$ cat config.mk
export PLATFORM = sky130hd
export DESIGN_NAME = sccb_bus_monitor_flat
export DESIGN_NICKNAME = d
export VERILOG_FILES = /design/src/rtl/sccb_bus_monitor_if.sv /design/src/rtl/sccb_bus_monitor.sv /design/src/flat_wrapper.sv
export SDC_FILE = /design/constraint.sdc
export NUM_CORES = 1
export LEC_CHECK = 0
export CAP_MARGIN = 20
export CELL_PAD_IN_SITES_DETAIL_PLACEMENT = 1
export CELL_PAD_IN_SITES_GLOBAL_PLACEMENT = 1
export CORE_AREA = 5 5 251 253
export DETAILED_ROUTE_END_ITERATION = 16
export DIE_AREA = 0 0 256 258
export PLACE_DENSITY = 0.65
export SYNTH_ARGS = -nofsm -noshare
export SYNTH_HDL_FRONTEND = slang
export SYNTH_SLANG_ARGS = --single-unit
$ cat constraint.sdc
create_clock -name clk -period 6.95 [get_ports clk]
set_input_delay 1.39 -clock clk [delete_from_list [all_inputs] [get_ports clk]]
set_output_delay 1.39 -clock clk [all_outputs]
set_load 0.01 [all_outputs]
$ cat src/rtl/sccb_bus_monitor_if.sv
// ---------------------------------------------------------------------------
// sccb_bus_monitor_if
// Record stream carried from the SCCB bus monitor to its consumer (an ILA
// probe or a PS-readable register block). The head of the record FIFO is
// presented first-word-fall-through; a record leaves on rec_valid & rec_ready.
//
// Signals:
//   rec_valid    head record valid
//   rec_ready    consumer accepts the head record
//   rec_data     captured bytes, byte k in [8k+7:8k], first byte at k=0
//   rec_nbytes   number of complete bytes stored
//   rec_nack     bit k = 9th (acknowledge) bit of byte k, 1 = NACK
//   rec_trunc    more complete bytes were seen than could be stored
//   rec_partial  transaction ended part-way through a byte
//   rec_restart  record closed by a repeated START (0 = closed by STOP)
//
// Modports: master = monitor side, slave = consumer side.
// ---------------------------------------------------------------------------
interface sccb_bus_monitor_if #(
    parameter int MAX_BYTES = 4
);
    localparam int NBW = $clog2(MAX_BYTES + 1);

    logic                   rec_valid;
    logic                   rec_ready;
    logic [8*MAX_BYTES-1:0] rec_data;
    logic [NBW-1:0]         rec_nbytes;
    logic [MAX_BYTES-1:0]   rec_nack;
    logic                   rec_trunc;
    logic                   rec_partial;
    logic                   rec_restart;

    modport master (
        output rec_valid, rec_data, rec_nbytes, rec_nack,
               rec_trunc, rec_partial, rec_restart,
        input  rec_ready
    );

    modport slave (
        input  rec_valid, rec_data, rec_nbytes, rec_nack,
               rec_trunc, rec_partial, rec_restart,
        output rec_ready
    );
endinterface

$ cat src/rtl/sccb_bus_monitor.sv
// ---------------------------------------------------------------------------
// sccb_bus_monitor
// Passive SCCB/I2C sniffer. SCL/SDA are synchronised and glitch-filtered,
// START/STOP/repeated-START and clock edges are detected on the filtered
// levels, and each transaction is assembled into a record that is pushed into
// a first-word-fall-through FIFO. The bus is only observed, never driven.
//
// Ports:
//   clk, rst     system clock, asynchronous active-high reset
//   enable       monitor enable; low forces the FSM idle and drops the
//                record being assembled
//   scl_in/sda_in raw pad levels
//   rec          record stream (master modport of sccb_bus_monitor_if)
//   bus_busy     high between START and STOP
//   shift_out    every sampled bit, shifted in at bit 0 on each SCL rise
//   fifo_level   records currently stored
//   drop_cnt     records lost because the FIFO was full (saturating)
// ---------------------------------------------------------------------------
module sccb_bus_monitor #(
    parameter int SYNC_STAGES   = 2,
    parameter int GLITCH_CYCLES = 3,
    parameter int MAX_BYTES     = 4,
    parameter int FIFO_DEPTH    = 8,
    parameter int SHIFT_W       = 32
) (
    input  logic                             clk,
    input  logic                             rst,
    input  logic                             enable,
    input  logic                             scl_in,
    input  logic                             sda_in,
    sccb_bus_monitor_if.master               rec,
    output logic                             bus_busy,
    output logic [SHIFT_W-1:0]               shift_out,
    output logic [$clog2(FIFO_DEPTH+1)-1:0]  fifo_level,
    output logic [15:0]                      drop_cnt
);
    localparam int NBW = $clog2(MAX_BYTES + 1);
    localparam int GCW = $clog2(GLITCH_CYCLES + 1);
    localparam int AW  = $clog2(FIFO_DEPTH);
    localparam int LW  = $clog2(FIFO_DEPTH + 1);
    localparam int RW  = 8*MAX_BYTES + NBW + MAX_BYTES + 3;

    typedef enum logic [1:0] {S_IDLE, S_ACTIVE, S_EMIT} state_t;

    // Synchroniser chains (index 0 = SCL, 1 = SDA after the chain)
    logic [SYNC_STAGES-1:0] r_scl_sync, r_sda_sync;
    logic [1:0]             w_sync_out;
    logic [1:0]             r_filt, r_filt_d;
    logic [1:0][GCW-1:0]    r_gcnt;

    logic w_scl_rise, w_scl_fall, w_start, w_stop;

    state_t r_state, w_next;
    logic   w_clear, w_close, w_emit, w_capture, w_commit;

    logic [3:0]             r_bit_cnt;
    logic [NBW-1:0]         r_byte_cnt;
    logic                   r_pend, r_pend_val;
    logic                   r_trunc, r_restart, r_busy;
    logic [7:0]             r_cur;
    logic [8*MAX_BYTES-1:0] r_data;
    logic [MAX_BYTES-1:0]   r_nack;
    logic [SHIFT_W-1:0]     r_shift;

    logic [RW-1:0]          r_mem [FIFO_DEPTH];
    logic [LW-1:0]          r_wptr, r_rptr;
    logic [LW-1:0]          w_level;
    logic [RW-1:0]          w_rec, w_head;
    logic                   w_partial, w_has, w_full, w_pop, w_push, w_drop;
    logic [15:0]            r_drop;

    // ---- synchronise and filter ----
    always_ff @(posedge clk or posedge rst) begin
        if (rst) begin
            r_scl_sync <= '1;
            r_sda_sync <= '1;
        end else begin
            r_scl_sync <= {r_scl_sync[SYNC_STAGES-2:0], scl_in};
            r_sda_sync <= {r_sda_sync[SYNC_STAGES-2:0], sda_in};
        end
    end

    assign w_sync_out = {r_sda_sync[SYNC_STAGES-1], r_scl_sync[SYNC_STAGES-1]};

    // A filtered level flips only after GLITCH_CYCLES consecutive differing
    // samples; any agreeing sample restarts the count.
    always_ff @(posedge clk or posedge rst) begin
        if (rst) begin
            r_filt   <= 2'b11;
            r_filt_d <= 2'b11;
            r_gcnt   <= '0;
        end else begin
            r_filt_d <= r_filt;
            for (int i = 0; i < 2; i++) begin
                if (w_sync_out[i] == r_filt[i]) begin
                    r_gcnt[i] <= '0;
                end else if (r_gcnt[i] == GCW'(GLITCH_CYCLES - 1)) begin
                    r_filt[i] <= w_sync_out[i];
                    r_gcnt[i] <= '0;
                end else begin
                    r_gcnt[i] <= r_gcnt[i] + 1'b1;
                end
            end
        end
    end

    // ---- event detection on filtered levels ----
    // START/STOP need SCL high in both cycles, so a simultaneous SCL/SDA
    // change is only ever seen as an SCL edge.
    assign w_scl_rise = ~r_filt_d[0] &  r_filt[0];
    assign w_scl_fall =  r_filt_d[0] & ~r_filt[0];
    assign w_start    =  r_filt_d[0] &  r_filt[0] &  r_filt_d[1] & ~r_filt[1];
    assign w_stop     =  r_filt_d[0] &  r_filt[0] & ~r_filt_d[1] &  r_filt[1];

    // ---- transaction FSM ----
    always_ff @(posedge clk or posedge rst) begin
        if (rst) r_state <= S_IDLE;
        else     r_state <= w_next;
    end

    always_comb begin
        w_next  = r_state;
        w_clear = 1'b0;
        w_close = 1'b0;
        w_emit  = 1'b0;
        case (r_state)
            S_IDLE: begin
                if (enable && w_start) begin
                    w_next  = S_ACTIVE;
                    w_clear = 1'b1;
                end
            end
            S_ACTIVE: begin
                if (!enable) begin
                    w_next = S_IDLE;
                end else if (w_stop || w_start) begin
                    w_next  = S_EMIT;
                    w_close = 1'b1;
                end
            end
            S_EMIT: begin
                if (!enable) begin
                    w_next = S_IDLE;
                end else begin
                    w_emit = 1'b1;
                    if (r_restart) begin
                        w_next  = S_ACTIVE;
                        w_clear = 1'b1;
                    end else begin
                        w_next = S_IDLE;
                    end
                end
            end
            default: w_next = S_IDLE;
        endcase
    end

    // The bit is sampled at the SCL rise but only counted at the following
    // fall. The SCL rise that precedes a STOP or repeated START carries no
    // data; holding it pending lets the STOP/START cancel it.
    assign w_capture = (r_state == S_ACTIVE) & enable & w_scl_rise;
    assign w_commit  = (r_state == S_ACTIVE) & enable & w_scl_fall & r_pend;

    always_ff @(posedge clk or posedge rst) begin
        if (rst) begin
            r_bit_cnt  <= '0;
            r_byte_cnt <= '0;
            r_pend     <= 1'b0;
            r_trunc    <= 1'b0;
            r_restart  <= 1'b0;
        end else if (w_clear) begin
            r_bit_cnt  <= '0;
            r_byte_cnt <= '0;
            r_pend     <= 1'b0;
            r_trunc    <= 1'b0;
            r_restart  <= 1'b0;
        end else begin
            if (w_capture) begin
                r_pend <= 1'b1;
            end else if (w_commit) begin
                r_pend <= 1'b0;
                if (r_bit_cnt == 4'd8) begin
                    r_bit_cnt <= '0;
                    if (r_byte_cnt == NBW'(MAX_BYTES)) r_trunc <= 1'b1;
                    else                               r_byte_cnt <= r_byte_cnt + 1'b1;
                end else begin
                    r_bit_cnt <= r_bit_cnt + 1'b1;
                end
            end
            if (w_close) begin
                r_restart <= w_start;
                r_pend    <= 1'b0;
            end
        end
    end

    // Record payload; cleared at each START so unused bytes/NACK bits read 0.
    always_ff @(posedge clk) begin
        if (w_capture) r_pend_val <= r_filt[1];
        if (w_clear) begin
            r_data <= '0;
            r_nack <= '0;
        end else if (w_commit) begin
            if (r_bit_cnt != 4'd8) begin
                r_cur <= {r_cur[6:0], r_pend_val};
            end else begin
                for (int k = 0; k < MAX_BYTES; k++) begin
                    if (r_byte_cnt == NBW'(k)) begin
                        r_data[8*k +: 8] <= r_cur;
                        r_nack[k]        <= r_pend_val;
                    end
                end
            end
        end
    end

    // ---- raw shift register and bus busy ----
    always_ff @(posedge clk or posedge rst) begin
        if (rst) begin
            r_shift <= '0;
            r_busy  <= 1'b0;
        end else begin
            if (w_scl_rise) r_shift <= {r_shift[SHIFT_W-2:0], r_filt[1]};
            if (enable && w_start)       r_busy <= 1'b1;
            else if (w_stop || !enable)  r_busy <= 1'b0;
        end
    end

    // ---- record FIFO ----
    assign w_partial = (r_bit_cnt != 4'd0);
    assign w_has     = (r_byte_cnt != '0) | w_partial;
    assign w_level   = r_wptr - r_rptr;
    assign w_full    = (w_level == LW'(FIFO_DEPTH));
    assign w_pop     = rec.rec_valid & rec.rec_ready;
    assign w_push    = w_emit & w_has & (~w_full | w_pop);
    assign w_drop    = w_emit & w_has & w_full & ~w_pop;
    assign w_rec     = {r_restart, w_partial, r_trunc, r_nack, r_byte_cnt, r_data};

    always_ff @(posedge clk) begin
        if (w_push) r_mem[r_wptr[AW-1:0]] <= w_rec;
    end

    always_ff @(posedge clk or posedge rst) begin
        if (rst) begin
            r_wptr <= '0;
            r_rptr <= '0;
            r_drop <= '0;
        end else begin
            if (w_push) r_wptr <= r_wptr + 1'b1;
            if (w_pop)  r_rptr <= r_rptr + 1'b1;
            if (w_drop && r_drop != 16'hFFFF) r_drop <= r_drop + 1'b1;
        end
    end

    // Fields read zero while the FIFO is empty.
    assign rec.rec_valid = (w_level != '0);
    assign w_head = rec.rec_valid ? r_mem[r_rptr[AW-1:0]] : '0;
    assign {rec.rec_restart, rec.rec_partial, rec.rec_trunc,
            rec.rec_nack, rec.rec_nbytes, rec.rec_data} = w_head;

    assign bus_busy   = r_busy;
    assign shift_out  = r_shift;
    assign fifo_level = w_level;
    assign drop_cnt   = r_drop;
endmodule

$ cat src/flat_wrapper.sv
// flat-port wrapper written by rule: the top's interface ports become plain ports
module sccb_bus_monitor_flat 
#(
    parameter int SYNC_STAGES   = 2,
    parameter int GLITCH_CYCLES = 3,
    parameter int MAX_BYTES     = 4,
    parameter int FIFO_DEPTH    = 8,
    parameter int SHIFT_W       = 32
)
  (clk, rst, enable, scl_in, sda_in, bus_busy, shift_out, fifo_level, drop_cnt, rec_rec_valid, rec_rec_data, rec_rec_nbytes, rec_rec_nack, rec_rec_trunc, rec_rec_partial, rec_rec_restart, rec_rec_ready);
  sccb_bus_monitor_if #(.MAX_BYTES(MAX_BYTES)) rec_i ();
  input  logic clk;
  input  logic rst;
  input  logic enable;
  input  logic scl_in;
  input  logic sda_in;
  output logic bus_busy;
  output logic [SHIFT_W-1:0] shift_out;
  output logic [$clog2(FIFO_DEPTH+1)-1:0] fifo_level;
  output logic [15:0] drop_cnt;
  output wire logic [$bits(rec_i.rec_valid)-1:0] rec_rec_valid;
  output wire logic [$bits(rec_i.rec_data)-1:0] rec_rec_data;
  output wire logic [$bits(rec_i.rec_nbytes)-1:0] rec_rec_nbytes;
  output wire logic [$bits(rec_i.rec_nack)-1:0] rec_rec_nack;
  output wire logic [$bits(rec_i.rec_trunc)-1:0] rec_rec_trunc;
  output wire logic [$bits(rec_i.rec_partial)-1:0] rec_rec_partial;
  output wire logic [$bits(rec_i.rec_restart)-1:0] rec_rec_restart;
  input wire logic [$bits(rec_i.rec_ready)-1:0] rec_rec_ready;
  assign rec_rec_valid = rec_i.rec_valid;
  assign rec_rec_data = rec_i.rec_data;
  assign rec_rec_nbytes = rec_i.rec_nbytes;
  assign rec_rec_nack = rec_i.rec_nack;
  assign rec_rec_trunc = rec_i.rec_trunc;
  assign rec_rec_partial = rec_i.rec_partial;
  assign rec_rec_restart = rec_i.rec_restart;
  assign rec_i.rec_ready = rec_rec_ready;
  sccb_bus_monitor #(.SYNC_STAGES(SYNC_STAGES), .GLITCH_CYCLES(GLITCH_CYCLES), .MAX_BYTES(MAX_BYTES), .FIFO_DEPTH(FIFO_DEPTH), .SHIFT_W(SHIFT_W)) u_core (.clk(clk), .rst(rst), .enable(enable), .scl_in(scl_in), .sda_in(sda_in), .rec(rec_i), .bus_busy(bus_busy), .shift_out(shift_out), .fifo_level(fifo_level), .drop_cnt(drop_cnt));
endmodule
After elaboration in Yosys (flattened, before gate mapping)

Memory sizes are Yosys's and may differ from the RTL's.
Index checks and enable logic that the tools add are counted.

Flip-flop bits (word level): 126
Latch bits: 0
Bits in writable memories: 336
Bits in read-only memories: 0
Input bits: 6
Output and inout bits: 96
Word-level logic and storage cells: 154
Memories: 1

Memory list:

| memory       | words | bits a word | read ports | clocked after Yosys merged registers in | write ports | line                   | text |
|---|---|---|---|---|---|---|---|
| u_core.r_mem | 8     | 42          | 1          | 0                                       | 1           | sccb_bus_monitor.sv:65 | `logic [RW-1:0] r_mem [FIFO_DEPTH];` |

Add/subtract/negate cells: 8
Multipliers: 0
Div/mod/pow operators: 0
$lt $le $gt $ge: 0
Equal/unequal tests: 18
Shift operators: 0
Multiplexer cells: 44
Bitwise gates (word level): 28
Reduce and logical (&&, ||, !) cells: 27

Operators by type and width:

| operator                                               | number |
|---|---|
| 2-to-1 mux 42 bit                                      | 1 |
| 2-to-1 mux 1 bit                                       | 24 |
| adder 16 x 1 -> 16 bit (second input constant)         | 1 |
| bitwise AND 1 bit                                      | 16 |
| 2-to-1 mux 2 bit                                       | 8 |
| 2-to-1 mux 4 bit                                       | 4 |
| inequality test 16 bit (second input constant)         | 1 |
| 2-to-1 mux 3 bit                                       | 5 |
| AND reduction 3 bit                                    | 5 |
| adder 4 x 1 -> 4 bit (second input constant)           | 3 |
| nonzero test 4 bit                                     | 3 |
| inverter 1 bit                                         | 10 |
| nonzero test 2 bit                                     | 5 |
| == test 4 bit (second input constant)                  | 2 |
| AND reduction 2 bit                                    | 4 |
| AND reduction 4 bit                                    | 2 |
| == test 2 bit (second input constant)                  | 3 |
| == test 3 x 2 -> 1 bit (second input constant)         | 2 |
| inequality test 2 x 1 -> 1 bit (second input constant) | 3 |
| one-hot mux 2 bit (3 select lines)                     | 1 |
| adder 2 x 1 -> 2 bit (second input constant)           | 2 |
| inequality test 4 bit (second input constant)          | 1 |
| subtractor 4 bit                                       | 1 |
| adder 3 x 1 -> 3 bit (second input constant)           | 1 |
| 13 further kinds                                       | 17 |

Longest topological paths before layout

Gate-level depths: netlist (run 1).

Depth in word-level cells: 9
Depth in mapped cells: 12
Mapped depth without buffers: 9

Worst setup path after synthesis (run 1)

OpenSTA, ideal clock, no wires.

Path kind: reg2reg
From: register u_core.r_rptr[1]
To: memory u_core.r_mem[2][0] in the netlist's numbering (enable)
Library setup time: 0.561 ns
Arrival time: 7.035 ns
Required time: 6.389 ns
Slack: -0.646 ns
Stages on the path, launching flop included: 11
Buffers on the path: 3
Period minus slack after synthesis: 7.596 ns
Cells stage by stage: dfrtp_1 clkbuf_1 buf_1 buf_1 inv_1 fa_1 xor2_1 nor3_1 nand3_1 nand2_1 nor4b_1

Longest elaborated chain between the ends: 7
Elaborated cells between the ends (all ways): 9
Classes of those cells: 1 x add/sub; 1 x eq/ne; 2 x mux; 4 x bitwise; 1 x reduce/logical

RTL lines:

| item                                                | line                                             | text |
|---|---|---|
| start, declared                                     | sccb_bus_monitor.sv:66                           | `logic [LW-1:0] r_wptr, r_rptr;` |
| start signal, assigned                              | sccb_bus_monitor.sv:250                          | `if (w_pop) r_rptr <= r_rptr + 1'b1;` |
| subtractor 4 bit *                                  | sccb_bus_monitor.sv:232                          | `assign w_level = r_wptr - r_rptr;` |
| via fifo_level[2]                                   | flat_wrapper.sv:19                               | `output logic [$clog2(FIFO_DEPTH+1)-1:0] fifo_level;` |
| nonzero test 4 bit or == test 4 bit (tied branches) | sccb_bus_monitor.sv:256, sccb_bus_monitor.sv:233 |  |
| bitwise AND 1 bit or inverter 1 bit (tied branches) | sccb_bus_monitor.sv:234, sccb_bus_monitor.sv:235 |  |
| bitwise OR 1 bit *                                  | sccb_bus_monitor.sv:235                          | `assign w_push = w_emit & w_has & (~w_full \| w_pop);` |
| bitwise AND 1 bit *                                 | sccb_bus_monitor.sv:235                          |  |
| 2-to-1 mux 1 bit *                                  | sccb_bus_monitor.sv:240                          | `if (w_push) r_mem[r_wptr[AW-1:0]] <= w_rec;` |
| 2-to-1 mux 1 bit (implied by the code) *            | sccb_bus_monitor.sv:240                          |  |
| end, declared                                       | sccb_bus_monitor.sv:65                           |  |

The timed path passes the listed nets; every way through them passes the cells marked *.

Worst setup path in the final report (run 1)

From: register u_core.r_rptr[1]
To: output rec_rec_nbytes[0]

Longest elaborated chain between the ends: 3
Elaborated cells between the ends (all ways): 4
Classes of those cells: 1 x add/sub; 1 x mux; 1 x reduce/logical; 1 x memory

RTL lines:

| item                | line                    | text |
|---|---|---|
| subtractor 4 bit    | sccb_bus_monitor.sv:232 |  |
| nonzero test 4 bit  | sccb_bus_monitor.sv:256 | `assign rec.rec_valid = (w_level != '0);` |
| 2-to-1 mux 42 bit * | sccb_bus_monitor.sv:257 | `assign w_head = rec.rec_valid ? r_mem[r_rptr[AW-1:0]] : '0;` |
| end, declared       | flat_wrapper.sv:23      | `output wire logic [$bits(rec_i.rec_nbytes)-1:0] rec_rec_nbytes;` |

Mark *: on every way between the ends. The rest lies on a longest branch, timed or not.

==> flow_metrics.tcl, run 1 <==
set metrics [dict create \
    path_class "flip-flop to primary output" \
    port_buffers 101 \
    post_cts_buffers 0 \
    routedWlPerCell_um 20.3 \
    synth_cells 1066 \
    arrival_ps 4280 \
    fin_hold_ws_ps 356 \
    wl_um 40800 \
    switchingPower_mw 2.26 \
    synth_top_area_share_pct 57.8 \
    ctsResizeCount 0 \
    post-route-drc-count 0 \
    worstPathMaxFanout 49 \
    final.setup_skew_ps 21.3 \
    clkPwrFrac_pct 30.6 \
    status "finished, final reports clean" \
    cts_hold_buf 0 \
    ant_nets 0 \
    ys_seq_area_share_pct 73.2 \
    cts-root-buf "clkbuf_16" \
    synth_top_cell_by_area "edfxtp_1" \
    antenna_found_initial 0 \
    final_layout_size_suffix_gt1_share_pct 19.2 \
    avgSynthCellArea_um2 16.8 \
    row_count 91 \
    cts_tree "done" \
    power_leakage_nw 7.40 \
    final_cell_mix "edfxtp_1 (345), nand2_1 (167), clkdlybuf4s50_1 (101), mux4_2 (84), a21oi_1 (83)" \
    fin_setup_tns_ps 0 \
    p_seq_share_pct 42.7 \
    via_per_inst 4.73 \
    antenna-diode-count 0 \
    max_cap_viol_count 0 \
    cts_buffers 47 \
    yosysWarnings 0 \
    initial_utilization_pct 29.5 \
    worst_setup_path_end_kind "primary output" \
    first_pass_iters 5 \
    yosys-top-cells-area "edfxtp_1 (58%), mux4_2 (11%), dfrtp_1 (10%)" \
    power.density_mw_per_mm2 362 \
    ir_drop_mv 0.194 \
    grt_pass1_vias 10516 \
    fmax_mhz 176 \
    clk_path_buf_depth 3 \
    mostFrequentLayoutCell "edfxtp_1" \
    num_vias 9503 \
    grt_pass1_wl_um 64000 \
    clkTransAtPathRegs_ps 60 \
    grtUsageTotal_pct 12.3 \
    clock-sinks 462 \
    combPwrFrac_pct 26.7 \
    gr-total-overflow 0 \
    hold_violations 0 \
    yosysUniqueCellTypes 46 \
    min_period_over_period_pct 81.6 \
    ioPinCount 102 \
    startpoint_type "flip-flop" \
    htreeDepth 2 \
    finalNetCount 1202 \
    hpwl_um 24200 \
    syn-num-nets 1086 \
    die_w_um 256 \
    dieHeight_um 258 \
    grt_max_degree 58 \
    area_growth_pct 19.1 \
    yosys_register_bits 462 \
    netlist_area_mm2 0.0179 \
    core-area_mm2 0.0608 \
    die-area_mm2 0.0660 \
    swShare_pct 29.3 \
    relSlewSlack_pct 39.0 \
    hold_class "flip-flop to flip-flop" \
    required_ps 5560 \
    finalCriticalPeriod_ps 5670 \
    finalSetupViolCount 0 \
    routabilityCongestion 0.743 \
    drt_iter0_markers 551 \
    fill_cells 6234 \
    p_int_mw 5.46 \
    rsz0062_at_grt "no" \
    clock_latency_ps 560 \
    drv_slew 0 \
    worst_pin_slew_ps 907 \
]
-- registers in the layout (all words and copies together), names as in the netlist, 2 cells and up --
signal and cells:
u_core.drop_cnt 16, u_core.r_bit_cnt 4, u_core.r_nack 4, u_core.r_mem 336
u_core.r_state 2, u_core.r_wptr 4, u_core.r_scl_sync 2, u_core.shift_out 32
u_core.r_byte_cnt 3, u_core.r_cur 8, u_core.r_gcnt 4, u_core.r_filt_d 2
u_core.r_filt 2, u_core.r_sda_sync 2, u_core.r_rptr 4, u_core.r_data 32
-- critical path, stage by stage, from the launching register on --
cell,delay (ps)
dfrtp_4,930
inv_1,200
ha_1,330
and3b_1,190
or3_1,470
a211oi_4,260
buf_4,530
a21oi_1,240
clkdlybuf4s50_1,540
-- routing by layer --
layer  global-route usage (%)  part of all wire, %  vias to the layer above
li1                         -                    -                     4279
met1                     16.4                   44                     5009
met2                     20.7                   49                      174
met3                     2.88                  5.0                       41
met4                     2.47                  1.4                        0
met5                        0                    0                        -
-- power by group through the flow --
stage | clock network (mW) | registers, mW | logic (mW)
after floorplan | 0 | 3.23 | 1.30
after global placement | 0 | 3.35 | 2.12
after detailed placement | 0 | 3.36 | 2.13
after CTS | 2.44 | 3.30 | 2.14
after global routing | 2.57 | 3.32 | 2.26
final | 2.36 | 3.30 | 2.06
-- logic make-up (layout without fill, tap and decap cells) --
family | after synthesis | in the layout | synth area share (%)
compound gates | 101 | 101 | 3.04
xor+xnor | 25 | 25 | 1.22
fa+ha+maj | 14 | 14 | 1.02
buf+inv | 70 | 223 | 1.59
flops | 462 | 462 | 73.2
mux | 126 | 126 | 13.2
simple gates | 268 | 268 | 6.71
-- metrics by stage --
stage	power, mW	cells	worst slack, ps	cell area [µm²]	utilization (%)
2_1_floorplan	4.53	1066	-279	17900	-
4_1_cts	7.88	2009	1130	21300	35.1
5_1_grt	8.16	2009	1020	21300	35.1
3_3_place_gp	5.47	1923	1800	19900	32.7
6_report	7.72	2009	1280	21300	35.1
3_5_place_dp	5.49	1923	1760	19900	32.7
-- synth_stat cells, drive strengths merged --
cell type / instances
a211oi: 1
buf: 20
a21o: 1
inv: 17
nand4: 5
xor2: 15
mux2: 40
o21bai: 1
o21ai: 7
a31o: 1
nor2: 15
nand2: 167
nor2b: 4
mux4: 84
dfstp: 8
a21oi: 83
nor3b: 2
dfrtp: 73
a31oi: 3
o211ai: 1
and4: 1
xnor2: 10
fa: 1
nor4: 10
a21boi: 1
clkbuf: 32
edfxtp: 345
ha: 13
or3: 4
dfxtp: 36
nor4b: 2
nor3: 17
clkinv: 1
nand3b: 5
nand3: 20
nand2b: 7
and3b: 2
mux2i: 2
o31ai: 1
or2: 1
o41ai: 1
and2: 6
-- final timing paths --
kind	slack, ps	depth (start not counted)	to	start
max	1280	8	rec_rec_nbytes[0]	u_core.r_rptr[1]
min	360	0	u_core.r_scl_sync[1]	u_core.r_scl_sync[0]
max reg2reg	2920	8	u_core.r_mem[4][38]	u_core.r_rptr[1]
min reg2reg	360	0	u_core.r_scl_sync[1]	u_core.r_scl_sync[0]
max in group asynchronous	4670	3	u_core.r_gcnt[0]	rst
min in group asynchronous	1160	2	u_core.drop_cnt[10]	rst
-- final cells by class --
type / count / area, µm² / share of cell area, %
Multi-Input combinational cell: 534 / 4560 / 21.4
Timing Repair Buffer: 119 / 1150 / 5.37
Tap cell: 790 / 988 / 4.63
Sequential cell: 462 / 13100 / 61.5
Clock buffer: 58 / 1260 / 5.89
Inverter: 18 / 68.8 / 0.323
Clock inverter: 28 / 188 / 0.880
Power figures use the tool's default switching activity.
==> inputs of run 2 (changes only) <==
--- a/config.mk
+++ b/config.mk
@@ -11,7 +11,7 @@
 export CORE_AREA = 5 5 251 253
 export DETAILED_ROUTE_END_ITERATION = 16
 export DIE_AREA = 0 0 256 258
-export PLACE_DENSITY = 0.65
+export PLACE_DENSITY = 0.63
 export SYNTH_ARGS = -nofsm -noshare
 export SYNTH_HDL_FRONTEND = slang
 export SYNTH_SLANG_ARGS = --single-unit
==> constraint.sdc (replaced) <==
create_clock -name clk -period 5.9 [get_ports clk]
set_input_delay 1.18 -clock clk [delete_from_list [all_inputs] [get_ports clk]]
set_output_delay 1.18 -clock clk [all_outputs]
set_load 0.01 [all_outputs]
==> flow_metrics.tcl, run 2 (synthesized netlist as in run 1, its figures left out) <==
set metrics [dict create \
    status "finished, final reports clean" \
    max_cap_viol_count 0 \
    power_leakage_nw 7.46 \
    final_layout_size_suffix_gt1_share_pct 19.3 \
    antenna-diode-count 0 \
    core-area_mm2 0.0608 \
    r2r-end "u_core.r_mem[4][36]" \
    power.density_mw_per_mm2 432 \
    grtUsageTotal_pct 12.3 \
    drv_slew 0 \
    r2r_setup_slack_ps 2240 \
    required_ps 4720 \
    ir_drop_mv 0.266 \
    first_pass_iters 4 \
    crit_buf_inv 4 \
    area_growth_pct 19.9 \
    hold_violations 0 \
    die_w_um 256 \
    hold_class "flip-flop to flip-flop" \
    finalSetupViolCount 0 \
    critPathTopFamily "buffers and inverters" \
    worst_setup_path_end_kind "primary output" \
    via_per_inst 4.72 \
    mostFrequentLayoutCell "edfxtp_1" \
    worstRegToRegCells 10 \
    clock-sinks 462 \
    ctsResizeCount 0 \
    rsz0062_at_grt "no" \
    die-area_mm2 0.0660 \
    drt_iter0_markers 494 \
    power.total_mw 9.28 \
    critical_path.startpoint "u_core.r_wptr[0]" \
    crit_path_cell_trace "inv_1, ha_1, inv_1, fa_1, nand2b_1, a211oi_4, buf_12, a21oi_1, clkdlybuf4s50_1" \
    worstPathMaxFanout 42 \
    final_cells 2010 \
    clkTransAtPathRegs_ps 60 \
    port_buffers 101 \
    slowest_stage "dfrtp_1" \
    routedWlPerCell_um 20.6 \
    cp_num_cells 9 \
    post-route-drc-count 0 \
    clock_latency_ps 580 \
    r2r_start "u_core.r_wptr[0]" \
    path_class "flip-flop to primary output" \
    grt_pass1_wl_um 64000 \
    row_count 91 \
    grt_max_degree 49 \
    ant_nets 0 \
    fin_setup_tns_ps 0 \
    startpoint_type "flip-flop" \
    cts_hold_buf 0 \
    post_cts_buffers 0 \
    antenna_found_initial 0 \
    cts_buffers 47 \
    num_vias 9485 \
    clk_path_buf_depth 3 \
    finalNetCount 1203 \
    fmax_mhz 214 \
    gr-total-overflow 0 \
    path_common_cell "inv_1" \
    fill_cells 6223 \
    final_cell_mix "edfxtp_1 (345), nand2_1 (167), clkdlybuf4s50_1 (101), mux4_2 (84), a21oi_1 (83)" \
    dp.cells 1924 \
    arrival_ps 3490 \
    initial_utilization_pct 29.5 \
    worst_pin_slew_ps 983 \
    finalCriticalPeriod_ps 4670 \
    ioPinCount 102 \
    htreeDepth 2 \
    wl_um 41500 \
    grt_pass1_vias 10515 \
    cts_tree "done" \
    cts-root-buf "clkbuf_16" \
    min_period_over_period_pct 79.2 \
    max_stage_delay_ps 540 \
    routabilityCongestion 0.731 \
    crit_path_end "rec_rec_data[13]" \
    hpwl_um 24200 \
    relSlewSlack_pct 33.9 \
    final.setup_skew_ps 29.3 \
    dieHeight_um 258 \
    largest_reg_flops 336 \
    postLayoutCoreUtil_pct 35.3 \
]
[run 2: final cells by class]
type                       instances  area, µm²  area share, %
clock buffer                      67       1370           6.36
clock inverter                    19        198          0.921
inverter                          18       68.8          0.320
multi-input combinational        534       4560           21.2
sequential                       462      13100           61.1
tap                              790        988           4.60
timing repair buffer             120       1170           5.43
[run 2: where the power goes]
| group | switching, mW | internal, mW |
|---|---|---|
| logic | 1.29 | 1.25 |
| clock network | 1.24 | 1.71 |
| registers | 0.162 | 3.64 |
| total | 2.69 | 6.60 |
[run 2: stage by stage]
stage,hold slack [ps],cell area [µm²],setup WS [ps]
after global placement,347,19900,1800
final,359,21500,1230
after CTS,361,21500,1140
after floorplan,345,17900,-1330
after detailed placement,351,19900,1750
after global routing,362,21500,1030
[run 2: metal layers]
layer	GRT usage [%]	wire length, µm
met1	15.6	17800
met5	0	0
met4	2.92	828
met2	21.4	20600
met3	3.14	2280
[run 2: worst min path at each step]
stage | endpoint | from | cells past startpoint | slack (ps)
floorplan | u_core.r_scl_sync[1] | u_core.r_scl_sync[0] | 0 | 350
global placement | u_core.r_sda_sync[1] | u_core.r_sda_sync[0] | 0 | 350
detailed placement | u_core.r_sda_sync[1] | u_core.r_sda_sync[0] | 0 | 350
CTS | u_core.r_scl_sync[1] | u_core.r_scl_sync[0] | 0 | 360
global route | u_core.r_sda_sync[1] | u_core.r_sda_sync[0] | 0 | 360
finish | u_core.r_sda_sync[1] | u_core.r_sda_sync[0] | 0 | 360
